File: src/rtl/dino_sprite_render.sv
// Per-pixel dino sprite renderer: latches one ROM row per line and shifts it out at X_POS.
// Define DINO_COLLIDE_EN to build the sticky dino/obstacle collision flag; otherwise collide is tied low.
module dino_sprite_render #(
    parameter int X_POS     = 64,
    parameter int WIDTH     = 50,
    parameter int H_VIS     = 640,
    parameter int Y_RUN     = 356,
    parameter int ROWS_RUN  = 47,
    parameter int Y_DUCK    = 374,
    parameter int ROWS_DUCK = 29
) (
    input  logic             clk,
    input  logic             rst,
    input  logic             pix_en,
    input  logic [10:0]      hc,
    input  logic [10:0]      vc,
    input  logic             duck_req,
    input  logic [WIDTH-1:0] row_run,
    input  logic [WIDTH-1:0] row_duck,
    input  logic             obs_pix,
    input  logic             collide_clr,
    output logic             dino_pix,
    output logic             dino_active,
    output logic             pose_duck,
    output logic             collide
);

    localparam int              CW       = $clog2(WIDTH + 1);
    localparam logic [CW-1:0]   CNT_FULL = CW'(WIDTH);
    localparam logic [10:0]     HC_LOAD  = 11'(X_POS - 1);
    localparam logic [10:0]     RUN_LO   = 11'(Y_RUN);
    localparam logic [10:0]     RUN_HI   = 11'(Y_RUN + ROWS_RUN);
    localparam logic [10:0]     DUCK_LO  = 11'(Y_DUCK);
    localparam logic [10:0]     DUCK_HI  = 11'(Y_DUCK + ROWS_DUCK);

    if (X_POS < 1 || X_POS > H_VIS - WIDTH) begin : g_badXPos
        $error("dino_sprite_render: X_POS outside 1..H_VIS-WIDTH");
    end

    logic [WIDTH-1:0] r_shreg;
    logic [CW-1:0]    r_colCnt;
    logic             r_dinoPix;
    logic             r_dinoActive;
    logic             r_poseDuck;

    logic             w_load;
    logic             w_inRun;
    logic             w_inDuck;
    logic [WIDTH-1:0] w_row;

    assign w_load   = pix_en && (hc == HC_LOAD);
    assign w_inRun  = (vc >= RUN_LO) && (vc < RUN_HI);
    assign w_inDuck = (vc >= DUCK_LO) && (vc < DUCK_HI);

    // ROM rows are garbage outside their own line range, so gate them before they reach the shifter.
    always_comb begin
        w_row = '0;
        if (r_poseDuck && w_inDuck) begin
            w_row = row_duck;
        end else if (!r_poseDuck && w_inRun) begin
            w_row = row_run;
        end
    end

    always_ff @(posedge clk or posedge rst) begin
        if (rst) begin
            r_shreg      <= '0;
            r_colCnt     <= '0;
            r_dinoPix    <= 1'b0;
            r_dinoActive <= 1'b0;
            r_poseDuck   <= 1'b0;
        end else if (pix_en) begin
            if (hc == '0 && vc == '0) begin
                r_poseDuck <= duck_req;
            end
            if (w_load) begin
                r_shreg      <= w_row;
                r_colCnt     <= CNT_FULL;
                r_dinoPix    <= 1'b0;
                r_dinoActive <= 1'b0;
            end else if (r_colCnt != '0) begin
                r_dinoPix    <= r_shreg[WIDTH-1];
                r_shreg      <= {r_shreg[WIDTH-2:0], 1'b0};
                r_colCnt     <= r_colCnt - 1'b1;
                r_dinoActive <= 1'b1;
            end else begin
                r_dinoPix    <= 1'b0;
                r_dinoActive <= 1'b0;
            end
        end
    end

    assign dino_pix    = r_dinoPix;
    assign dino_active = r_dinoActive;
    assign pose_duck   = r_poseDuck;

`ifdef DINO_COLLIDE_EN
    logic r_collide;

    // A hit outranks a simultaneous clear so a collision is never lost.
    always_ff @(posedge clk or posedge rst) begin
        if (rst) begin
            r_collide <= 1'b0;
        end else if (pix_en) begin
            if (r_dinoPix && obs_pix) begin
                r_collide <= 1'b1;
            end else if (collide_clr) begin
                r_collide <= 1'b0;
            end
        end
    end

    assign collide = r_collide;
`else
    logic w_unusedCollide;

    assign w_unusedCollide = obs_pix ^ collide_clr;
    assign collide         = 1'b0;
`endif

endmodule

File: config.mk
export PLATFORM = sky130hd
export DESIGN_NAME = dino_sprite_render
export DESIGN_NICKNAME = d
export VERILOG_FILES = /design/src/rtl/dino_sprite_render.sv
export SDC_FILE = /design/constraint.sdc
export NUM_CORES = 1
export LEC_CHECK = 0
export CORE_AREA = 2 2 87 89
export DETAILED_ROUTE_END_ITERATION = 8
export DIE_AREA = 0 0 89 91
export PLACE_DENSITY_LB_ADDON = 0.05
export SLEW_MARGIN = 10
export SYNTH_ARGS = -nofsm -noshare
export SYNTH_HDL_FRONTEND = slang
export SYNTH_SLANG_ARGS = --single-unit
File: constraint.sdc
create_clock -name clk -period 4.5 [get_ports clk]
set_input_delay 0.9 -clock clk [delete_from_list [all_inputs] [get_ports clk]]
set_output_delay 0.9 -clock clk [all_outputs]
set_load 0.05 [all_outputs]
==> metrics.txt <==
final WL 8630 um; Clock transition at path regs 60 ps; Die Width 89 um; Lkg Pwr 0.00193 uW; ANT cells 0; syn_area_per_cell 9.18 um^2; initial drt markers 184; peak supply drop 0.203 mV; Post-Synthesis Cells 343; clock tree root buffer cell clkbuf_8; PD cells 304 nW/um^2; gr ovfl total 0; share of layout cells above drive strength 1 0.0702; Hold Path Class reg -> reg; Slew Limit Fails 0; Vias/cell 5.71; maximum clock insertion buffer count 2; Ys Warns 0; most common cell in the netlist nand2_1; synth top area cells dfrtp_1 47%, a221oi_1 12%, nand2_1 11%; initial antenna violation count 0; Antenna Nets Post-Route 0; Worst setup SP type input pin; Tmin final 3130 ps; row count 31; Setup TNS Final 0 ps; vias in the first global route 3072; critical path capture point type register; top cell type by total area after synthesis dfrtp_1; DRC violations left 0; cts hold-fix bufs 0; drt first pass iters 5; Crit Path Max Fanout 92; # resized after CTS 0; Syn Std Cell Area 3150 um^2; die height 91 um; Synth cell types 35; wire per inst 15.5 um; Via Count 3170; slew margin rel. 0.332; Worst-Skew Late Latency 330 ps; Ports 132; pin count of the biggest net entering global routing 93; Tcrit/Tclk final 0.696; postcts setup bufs 0; status finished, final reports clean; Top FF cell, synth dfrtp_1; number of port buffers 128; total CTS buffers 9; Post-Synthesis Net Count 473; MaxCap Viol Count 0; Worst Max-Slew Pin Slew 1000 ps; Area growth syn-to-layout 47.8%; Fmax achieved 0.319 GHz; global-route wire length before repair 13900 um; Async SR Flop Fraction 1.00; die area 8100 um^2; final core utilization 0.652; # setup viols final 0; number of synthesized flops with an enable pin 0; required time of the critical path 4640 ps; Worst Path Arrival 3270 ps; synth cell count leaders 92 x nand2_1, 59 x dfrtp_1, 44 x a221oi_1; core area 7140 um^2; GRT Total Usage 0.215; Nets 582; sequential fraction of the synthesis area 0.469; hpwl dp 5820 um; CTS H-tree depth 3; #FFs+latches synth 59; Setup Skew 7.64 ps; top cell type's share of synthesized area 0.469; Hold Vio Cnt, Final 0; # clock sinks 59; TritonCTS clock tree done; Final Total Pwr 1420 uW; Initial Util 0.441; RSZ-0062 raised after global routing false; Setup CP Type in -> reg; GPL Wtd Cong 0.785
## worst paths after layout
kind                               end  slack [ps]        start  depth (start not counted)
setup reg to reg            r_shreg[3]        2140  r_colCnt[2]                          5
min in group asynchronous  r_shreg[27]         950          rst                          2
hold reg to reg             r_shreg[0]         520   r_shreg[0]                          2
setup / recovery            r_shreg[7]        1370        hc[7]                          6
max in group asynchronous  r_shreg[22]        2710          rst                          3
hold / removal              r_shreg[0]         520   r_shreg[0]                          2
## layout by cell type, fill, tap and decap left out
cell	n
a211oi_1	2
a31oi_1	42
or4_1	2
o21a_2	1
ha_1	2
or4_4	1
xor2_1	3
clkinv_4	1
nand2b_1	1
mux2i_1	8
o21ai_0	3
inv_1	4
o21ai_4	1
a221oi_1	44
nand3_1	3
clkinv_2	3
buf_4	5
clkbuf_8	10
or3_1	1
nand3b_1	1
bufinv_16	1
o2111a_1	1
mux2_2	1
nor4_1	6
nor4bb_4	1
nor3_1	1
o211ai_1	1
clkdlybuf4s50_1	128
xnor2_1	2
inv_2	1
a21oi_1	9
nand2_1	92
a22oi_1	1
o22ai_1	1
nor2_1	6
a221oi_2	5
dfrtp_1	59
and3_2	1
conb_1	1
## worst max-delay path, cell delays in order
cell and delay, ps:
clkdlybuf4s50_1 400, nor4_1 300, nand3b_1 170, or4_4 940, a221oi_1 460, a31oi_1 100
## routing by layer
metal  wire [um]  vias up  global-route usage
met1        3730     1534               0.274
met3         568        7              0.0418
met4          84        0              0.0771
met2        4240      110               0.359
li1            -     1519                   -
met5           0        -                   0
## state kept, by name, indices dropped and copies added, names as in the netlist
signal	flops
dino_active	1
dino_pix	1
r_shreg	50
pose_duck	1
r_colCnt	6
## stage by stage
stage	area (um^2)	setup slack [ps]	hold WS, ps	cells
3_5_place_dp	4460	1050	497	540
6_report	4650	1370	522	555
4_1_cts	4650	1370	516	555
5_1_grt	4650	1210	544	555
2_1_floorplan	3150	1980	469	343
3_3_place_gp	4460	1090	483	540
## area by class of cell
type                            count  area (um^2)
Clock inverter                      5         53.8
Fill cell                         633         2480
Inverter                            5         18.8
Sequential cell                    59         1480
Tap cell                           99          124
Timing Repair Buffer              133         1320
Clock buffer                       10          138
Multi-Input combinational cell    244         1520
## cell families after synthesis
family,share of synthesized area
flip-flops,0.469
XOR/XNOR,0.0139
AO/OA/AOI/OAI,0.268
buffers and inverters,0.0576
multiplexers,0.0290
other,0.00119
AND/OR/NAND/NOR,0.154
adder cells (fa/ha/maj),0.00794
## where the power goes
part           leakage [uW]  switching, uW  internal (uW)
Clock              0.000102            207            266
Sequential         0.000808           42.0            589
Combinational       0.00102            145            167
Total               0.00193            394           1020
Note: power is estimated with default switching activity, not from simulation.
